`src/rtl/spi_byte_master.sv`:
```
// Byte-level SPI master, mode 0, MSB first; cs_n stays low between bytes until released.
// Optional HOLD idle timeout enabled by defining SPI_CS_IDLE_TIMEOUT_EN.
module spi_byte_master #(
    parameter int unsigned CLK_DIV         = 2,
    parameter int unsigned CS_SETUP_CYC    = 2,
    parameter int unsigned CS_IDLE_TIMEOUT = 16
) (
    input  logic       clk,
    input  logic       reset_n,
    input  logic       start_i,
    input  logic [7:0] tx_byte_i,
    input  logic       cs_release_i,
    output logic [7:0] rx_byte_o,
    output logic       done_o,
    output logic       busy_o,
    output logic       spi_sck_o,
    output logic       spi_mosi_o,
    input  logic       spi_miso_i,
    output logic       spi_cs_n_o
);

    localparam int unsigned DivW   = $clog2(CLK_DIV + 1);
    localparam int unsigned SetupW = $clog2(CS_SETUP_CYC + 1);
    localparam logic [DivW-1:0]   DivLast   = DivW'(CLK_DIV - 1);
    localparam logic [SetupW-1:0] SetupLast = SetupW'(CS_SETUP_CYC - 1);

    if (CLK_DIV < 1 || CS_SETUP_CYC < 1 || CS_IDLE_TIMEOUT < 1) begin : g_bad_param
        $error("spi_byte_master: CLK_DIV, CS_SETUP_CYC and CS_IDLE_TIMEOUT must be >= 1");
    end

    typedef enum logic [2:0] {
        StIdle,
        StSetup,
        StLow,
        StHigh,
        StHold
    } state_e;

    state_e              state_q;
    logic [DivW-1:0]     div_q;
    logic [SetupW-1:0]   setup_q;
    logic [2:0]          bit_q;
    logic [7:0]          shreg_q;

`ifdef SPI_CS_IDLE_TIMEOUT_EN
    localparam int unsigned HoldW = $clog2(CS_IDLE_TIMEOUT + 1);
    localparam logic [HoldW-1:0] HoldLast = HoldW'(CS_IDLE_TIMEOUT - 1);
    logic [HoldW-1:0] hold_q;
`endif

    always_ff @(posedge clk) begin
        if (!reset_n) begin
            state_q    <= StIdle;
            div_q      <= '0;
            setup_q    <= '0;
            bit_q      <= 3'd0;
            shreg_q    <= 8'h00;
            rx_byte_o  <= 8'h00;
            done_o     <= 1'b0;
            busy_o     <= 1'b0;
            spi_sck_o  <= 1'b0;
            spi_mosi_o <= 1'b0;
            spi_cs_n_o <= 1'b1;
`ifdef SPI_CS_IDLE_TIMEOUT_EN
            hold_q     <= '0;
`endif
        end else begin
            done_o <= 1'b0;
            unique case (state_q)
                StIdle: begin
                    if (start_i) begin
                        shreg_q    <= tx_byte_i;
                        spi_mosi_o <= tx_byte_i[7];
                        spi_cs_n_o <= 1'b0;
                        busy_o     <= 1'b1;
                        setup_q    <= '0;
                        state_q    <= StSetup;
                    end
                end
                StSetup: begin
                    if (setup_q == SetupLast) begin
                        setup_q <= '0;
                        div_q   <= '0;
                        state_q <= StLow;
                    end else begin
                        setup_q <= setup_q + 1'b1;
                    end
                end
                StLow: begin
                    if (div_q == DivLast) begin
                        div_q     <= '0;
                        spi_sck_o <= 1'b1;
                        shreg_q   <= {shreg_q[6:0], spi_miso_i};
                        state_q   <= StHigh;
                    end else begin
                        div_q <= div_q + 1'b1;
                    end
                end
                StHigh: begin
                    if (div_q == DivLast) begin
                        div_q     <= '0;
                        spi_sck_o <= 1'b0;
                        bit_q     <= bit_q + 3'd1;
                        if (bit_q == 3'd7) begin
                            rx_byte_o <= shreg_q;
                            done_o    <= 1'b1;
                            busy_o    <= 1'b0;
                            state_q   <= StHold;
`ifdef SPI_CS_IDLE_TIMEOUT_EN
                            hold_q    <= '0;
`endif
                        end else begin
                            // Shift register already moved left on the rising edge.
                            spi_mosi_o <= shreg_q[7];
                            state_q    <= StLow;
                        end
                    end else begin
                        div_q <= div_q + 1'b1;
                    end
                end
                StHold: begin
                    if (start_i) begin
                        shreg_q    <= tx_byte_i;
                        spi_mosi_o <= tx_byte_i[7];
                        busy_o     <= 1'b1;
                        div_q      <= '0;
                        state_q    <= StLow;
                    end else if (cs_release_i) begin
                        spi_cs_n_o <= 1'b1;
                        spi_mosi_o <= 1'b0;
                        state_q    <= StIdle;
                    end
`ifdef SPI_CS_IDLE_TIMEOUT_EN
                    else if (hold_q == HoldLast) begin
                        spi_cs_n_o <= 1'b1;
                        spi_mosi_o <= 1'b0;
                        state_q    <= StIdle;
                    end else begin
                        hold_q <= hold_q + 1'b1;
                    end
`endif
                end
                default: state_q <= StIdle;
            endcase
        end
    end

endmodule

```
`config.mk`:
```
export PLATFORM = sky130hd
export DESIGN_NAME = spi_byte_master
export DESIGN_NICKNAME = d
export VERILOG_FILES = /design/src/rtl/spi_byte_master.sv
export SDC_FILE = /design/constraint.sdc
export NUM_CORES = 1
export LEC_CHECK = 0
export CAP_MARGIN = 20
export CORE_AREA = 2 2 54 56
export CTS_CLUSTER_SIZE = 12
export DETAILED_ROUTE_END_ITERATION = 12
export DIE_AREA = 0 0 56 58
export GPL_TIMING_DRIVEN = 1
export PLACE_DENSITY = 0.81
export SYNTH_ARGS = -nofsm -noshare
export SYNTH_HDL_FRONTEND = slang
export SYNTH_SLANG_ARGS = --single-unit
```
`constraint.sdc`:
```
create_clock -name clk -period 3 [get_ports clk]
set_clock_uncertainty 0.2 [all_clocks]
set_input_delay 0.3 -clock clk [delete_from_list [all_inputs] [get_ports clk]]
set_output_delay 0.3 -clock clk [all_outputs]
set_load 0.02 [all_outputs]
```
==> results of run 1 <==
-- layer usage --
layer	track usage	vias up
li1	-	579
met1	0.226	548
met2	0.341	28
met3	0.0692	6
met4	0.116	0
met5	0	-
-- power by group --
| part | internal (W) | switching [W] |
|---|---|---|
| clock | 0.0000912 | 0.000139 |
| sequential | 0.000483 | 0.000117 |
| combinational | 0.000187 | 0.000198 |
| total | 0.000761 | 0.000454 |
-- synth_stat cells --
| library cell | instances |
|---|---|
| a2111oi_0 | 1 |
| a211oi_1 | 8 |
| a211oi_2 | 2 |
| a21o_1 | 1 |
| a21oi_1 | 8 |
| a21oi_4 | 1 |
| a221o_1 | 1 |
| a31oi_1 | 3 |
| a32o_1 | 1 |
| a32oi_1 | 1 |
| and3_1 | 2 |
| buf_1 | 1 |
| buf_2 | 5 |
| buf_6 | 1 |
| clkbuf_1 | 2 |
| dfxtp_1 | 31 |
| ha_1 | 2 |
| inv_1 | 3 |
| mux2_2 | 1 |
| mux2i_1 | 16 |
| nand2_1 | 8 |
| nand2b_1 | 4 |
| nand2b_4 | 1 |
| nand3b_1 | 1 |
| nand4b_2 | 1 |
| nand4bb_1 | 1 |
| nor2_1 | 24 |
| nor2_2 | 2 |
| nor2_8 | 1 |
| nor3_1 | 5 |
| o211a_1 | 1 |
| o21ai_0 | 4 |
| o21bai_1 | 1 |
| o22ai_1 | 1 |
| o32ai_1 | 1 |
| or2_2 | 1 |
| xnor2_1 | 1 |
-- layout by cell type (no fill, tap or decap), types with 3 or more instances in the layout --
| cell type | instances |
|---|---|
| a31oi_1 | 3 |
| o21ai_0 | 4 |
| a211oi_1 | 8 |
| clkbuf_4 | 5 |
| clkdlybuf4s50_1 | 25 |
| nor2_1 | 24 |
| nor3_1 | 5 |
| inv_1 | 3 |
| nand2_1 | 8 |
| a21oi_1 | 8 |
| mux2i_1 | 16 |
| nand2b_1 | 4 |
| dfxtp_1 | 31 |
-- cell families (layout without fill, tap and decap cells) --
| family | count (synthesis) | count (layout) | synth area share |
|---|---|---|---|
| AND/OR/NAND/NOR | 51 | 51 | 0.191 |
| AO/OA/AOI/OAI | 35 | 35 | 0.183 |
| flip-flops | 31 | 31 | 0.440 |
| multiplexers | 17 | 17 | 0.121 |
| buffers and inverters | 12 | 37 | 0.0417 |
| adder cells (fa/ha/maj) | 2 | 2 | 0.0177 |
| XOR/XNOR | 1 | 1 | 0.00621 |
-- registers in the layout, summed over array words and instances (netlist names) --
register	count
rx_byte_o	8
shreg_q	8
bit_q	3
state_q	3
div_q	2
setup_q	2
busy_o	1
done_o	1
spi_cs_n_o	1
spi_mosi_o	1
spi_sck_o	1
-- path summary, 6_finish.rpt --
kind / cells after the start / slack, ns / startpoint / endpoint
hold / removal: 2 / 0.27 / div_q[1] / div_q[1]
setup reg to reg: 4 / 0.72 / state_q[1] / shreg_q[4]
setup / recovery: 4 / 0.72 / state_q[1] / shreg_q[4]
hold reg to reg: 2 / 0.27 / div_q[1] / div_q[1]
-- layout make-up --
cell class	instances	area, µm²
clock buffer	7	45.0
clock inverter	1	5.00
fill	236	952
inverter	3	11.3
multi-input combinational	106	732
sequential	31	621
tap	31	38.8
timing repair buffer	26	258
-- metrics by stage --
step | utilization | std cells | total power, W | hold slack, ns | instance area (µm²)
after global placement | 0.624 | 197 | 0.000966 | 0.244 | 1660
after detailed placement | 0.624 | 197 | 0.000994 | 0.246 | 1660
final | 0.642 | 205 | 0.00121 | 0.268 | 1710
after global routing | 0.642 | 205 | 0.00130 | 0.293 | 1710
after CTS | 0.642 | 205 | 0.00122 | 0.262 | 1710
after floorplan | - | 149 | 0.000904 | 0.216 | 1410
-- worst max-delay path, stage by stage, from the launching register on --
cell       delay [ns]
dfxtp_1          0.88
nand4bb_1        0.33
a21oi_4          0.47
nor2_1           0.08
a211oi_1         0.23
==> reports/qor.txt, run 1 <==
maximum VDD drop: 0.000592 V
WL/cell: 14.4 µm
Layout area overhead: 21.2%
# Post-CTS Setup Buffers: 0
Via density: 5.66
final WL: 2950 µm
WL met1: 1200 µm
vias in the first global route: 1,190
CTS tree: built
Yosys reg bits: 31
Synth area leaders: dfxtp_1, mux2i_1, nor2_1, a211oi_1, a21oi_1
RSZ-0062 raised after global routing: no
CP max FO: 20
P_leak: 0.642 nW
HP Class: flip-flop to flip-flop
Max Cap Viol: 0
pre-CTS WS: 0.739 ns
syn avg cell area: 9.47 µm²
# setup viols final: 0
share of the synthesized area in the top cell type: 0.440
worst path arrival time: 2.32 ns
first-pass GRT wire length: 5110 µm
Yosys cell types: 37
grt ovf: 0
period utilization: 0.760
DR pass1 iterations: 4
sequential area share after synthesis: 0.440
All-Layer GR Usage: 0.203
post-synth top area cell: dfxtp_1
ant diodes: 0
Worst-Skew Late Latency: 0.33 ns
starting density of the core: 0.530
setup TNS: 0 ns
CORE AREA: 0.00266 mm²
clock buffer depth: 2
Worst Tran Pin Value: 0.835 ns
final worst slack: 0.721 ns
Die Wd: 56 µm
post-route minimum period: 2.28 ns
cts hold-fix bufs: 0
routability congestion estimate: 0.833
Mapped Area: 0.00141 mm²
Antenna Nets Post-Route: 0
clock sink count: 31
layout cells sized above 1: 0.0977
overall die height: 58 µm
vias: 1,161
DR WL met2: 1540 µm
post-DP HPWL: 2170 µm
Highest Signal Layer: met4
Nets: 188
Post-Syn Nets: 164
Post-Synthesis Cells: 149
WS Path Type: flip-flop to flip-flop
Clock Root Buffer: clkbuf_4
DR WL met3: 153 µm
Top Ports: 26
clk slew on worst S/H paths: 0.09 ns
1st-iter DRT viols: 35
# DRC: 0
WP data required: 3.04 ns
post-cts sizing count: 0
port bufs: 25
achievable frequency: 439 MHz
type of origin of the critical path: flip-flop
PwrDens: 710 mW/mm²
initial antenna violation count: 0
final hold violation count: 0
Inserted Clock Buffers: 5
Slew Viols, Final: 0
Rel. slew slack: 0.442
CP Capture Type: flip-flop
status: finished, final reports clean
Yosys warning count: 0
Die Area: 0.00325 mm²
H-tree depth: 2
largest net degree at the start of global routing: 21
# rows: 19
No activity file was read; power rests on OpenSTA's default activity.
==> inputs of run 2 (changes only) <==
- CORE_AREA: 2 2 54 56 -> 2 2 59 61
- DIE_AREA: 0 0 56 58 -> 0 0 61 63
- PLACE_DENSITY: 0.81 -> 0.72
- clock period: 3 -> 2.01 ns (I/O delays scaled with it)
==> run 2 against run 1 <==
Against the previous run:
- sequential share of layout area down 1.6 points
- critical path type unchanged
- cell count is 10% higher
- highest routed layer unchanged
- non-clock buffer count rose by 7
- wire length grew 4.4%
- global-route usage decreased by 2.1 points
- register-to-register slack got worse by 0.52 ns
- die area increased by 18%
- maximum frequency increased by 26%
- count of clock-buffer cells in the layout is 1 lower
- first-iteration DRC count grew 29%
==> reports/qor.txt, run 2 (synthesis results as in run 1) <==
layout cells sized above 1: 0.139 (+0.0412)
crit path max-delay cell type: dfxtp_1
PwrDens: 1060 mW/mm² (+49%)
Critical Path Sink: rx_byte_o[5]
H-tree depth: 2 (unchanged)
Antenna Nets Post-Route: 0 (unchanged)
Worst-Skew Late Latency: 0.34 ns (about the same)
clk slew on worst S/H paths: 0.09 ns (about the same)
Die Wd: 61 µm (+8.9%)
Max Cap Viol: 0 (unchanged)
CTS tree: built
Top Registers: rx_byte_o: 8 flops, shreg_q: 8 flops
CP max FO: 10 (-50%)
final WL: 3070 µm (+4.4%)
Critical Path Max Stage Delay: 0.37 ns (-0.51 ns)
CP cell instances: ha_1, ha_1, nand4b_2, nor2_8, mux2i_1, nor2_1
# Post-CTS Setup Buffers: 0 (unchanged)
CORE AREA: 0.00323 mm² (+21%)
RSZ-0062 raised after global routing: no
most common cell after layout, fill and taps aside: dfxtp_1
Layout area overhead: 26.7%
# fillers: 313 (+33%)
DR pass1 iterations: 5 (+1)
# DRC: 0 (unchanged)
WP data required: 2.04 ns (-1.00 ns)
# setup viols final: 0 (unchanged)
overall die height: 63 µm (+8.6%)
post-cts sizing count: 0 (unchanged)
ant diodes: 0 (unchanged)
Inserted Clock Buffers: 5 (unchanged)
R2R Path Start: bit_q[0]
grt ovf: 0 (unchanged)
first-pass GRT wire length: 5240 µm (+2.6%)
achievable frequency: 552 MHz (+26%)
All-Layer GR Usage: 0.182 (-0.0209)
post-DP HPWL: 2190 µm (+0.90%)
maximum VDD drop: 0.000478 V (-19%)
P_leak: 0.682 nW (+6.3%)
Finished Core Util: 0.553 (-0.0892)
post-route minimum period: 1.81 ns (-0.468 ns)
crit path from: bit_q[0]
Worst Tran Pin Value: 0.449 ns (-0.387 ns)
reg-to-reg endpoint: rx_byte_o[5]
largest net degree at the start of global routing: 19 (-9.5%)
vias: 1,193 (+2.8%)
CP Capture Type: flip-flop
port bufs: 25 (unchanged)
starting density of the core: 0.437 (-0.0934)
WL/cell: 13.6 µm (-5.3%)
1st-iter DRT viols: 45 (+29%)
period utilization: 0.901 (+0.141)
HP Class: flip-flop to flip-flop
# rows: 21 (+2)
commonest cells after routing, fill and taps aside: dfxtp_1, clkdlybuf4s50_1, nor2_1
clock buffer depth: 2 (unchanged)
type of origin of the critical path: flip-flop
Nets: 195 (+3.7%)
routability congestion estimate: 0.767 (-7.9%)
Slew Viols, Final: 0 (unchanged)
dpl cell area: 0.00173 mm² (+4.3%)
WS Path Type: flip-flop to flip-flop
Worst Reg-to-Reg Cells: 6 (+2)
r2r setup slk: 0.20 ns (-0.52 ns)
worst path arrival time: 1.84 ns (-0.48 ns)
post-route cell area: 0.00179 mm² (+4.5%)
setup TNS: 0 ns (unchanged)
Clock Root Buffer: clkbuf_4
clock sink count: 31 (unchanged)
Via density: 5.28 (-6.8%)
Rel. slew slack: 0.701 (+0.259)
vias in the first global route: 1,180 (-0.84%)
final hold violation count: 0 (unchanged)
status: finished, final reports clean
cts hold-fix bufs: 0 (unchanged)
Die Area: 0.00384 mm² (+18%)
Top Ports: 26 (unchanged)
initial antenna violation count: 0 (unchanged)
cell mode on critical path: ha_1
## run 2: cell count changes in the layout (fill, tap and decap cells not counted)
| cell | before | now |
|---|---|---|
| buf_4 | 1 | 8 |
| clkbuf_1 | 2 | 0 |
| clkbuf_8 | 0 | 1 |
## run 2: routing by layer
metal | routed length, µm | GRT usage | part of all wire
met1 | 1380 | 0.234 | 0.45
met2 | 1460 | 0.270 | 0.48
met3 | 168 | 0.0642 | 0.055
met4 | 62 | 0.0815 | 0.020
met5 | 0 | 0 | 0
## run 2: worst min path at each step
stage	start	endpoint	depth (start not counted)
after global placement	div_q[1]	div_q[1]	2
after detailed placement	div_q[1]	div_q[1]	2
after global routing	tx_byte_i[4]	shreg_q[4]	3
after floorplan	reset_n	div_q[1]	2
final	div_q[1]	div_q[1]	2
after CTS	div_q[1]	div_q[1]	2
## run 2: stage by stage
step | worst slack (ns) | std cells | hold slack (ns) | power [W]
2_1_floorplan | 0.394 | 149 | 0.124 | 0.00135
3_3_place_gp | 0.183 | 219 | 0.230 | 0.00150
3_5_place_dp | 0.122 | 219 | 0.239 | 0.00154
4_1_cts | 0.191 | 226 | 0.254 | 0.00191
5_1_grt | 0.0686 | 226 | 0.296 | 0.00203
6_report | 0.199 | 226 | 0.250 | 0.00190
## run 2: cell type report
| cell class | count | area [µm²] | area share |
|---|---|---|---|
| clock buffer | 6 | 51.3 | 0.0287 |
| multi-input combinational | 106 | 732 | 0.409 |
| tap | 46 | 57.6 | 0.0322 |
| inverter | 3 | 11.3 | 0.00630 |
| clock inverter | 1 | 5.00 | 0.00280 |
| sequential | 31 | 621 | 0.347 |
| timing repair buffer | 33 | 310 | 0.174 |
## run 2: worst max-delay path: cells and delay by family (launching register included)
kind | cells | cell delay [ns]
and+or+nand+nor | 3 | 0.54
muxes | 1 | 0.22
adders and majority gates | 2 | 0.38
DFF | 1 | 0.37
## run 2: where the power goes
group	internal, W	total (W)	switching [W]
clock	0.000162	0.000375	0.000214
sequential	0.000721	0.000825	0.000104
combinational	0.000317	0.000697	0.000379
==> inputs of run 3 (changes only) <==
- CTS_CLUSTER_DIAMETER: not set -> 80
==> results of run 3 <==
The final DEF is identical to that of run 2; final timing and power are the same.
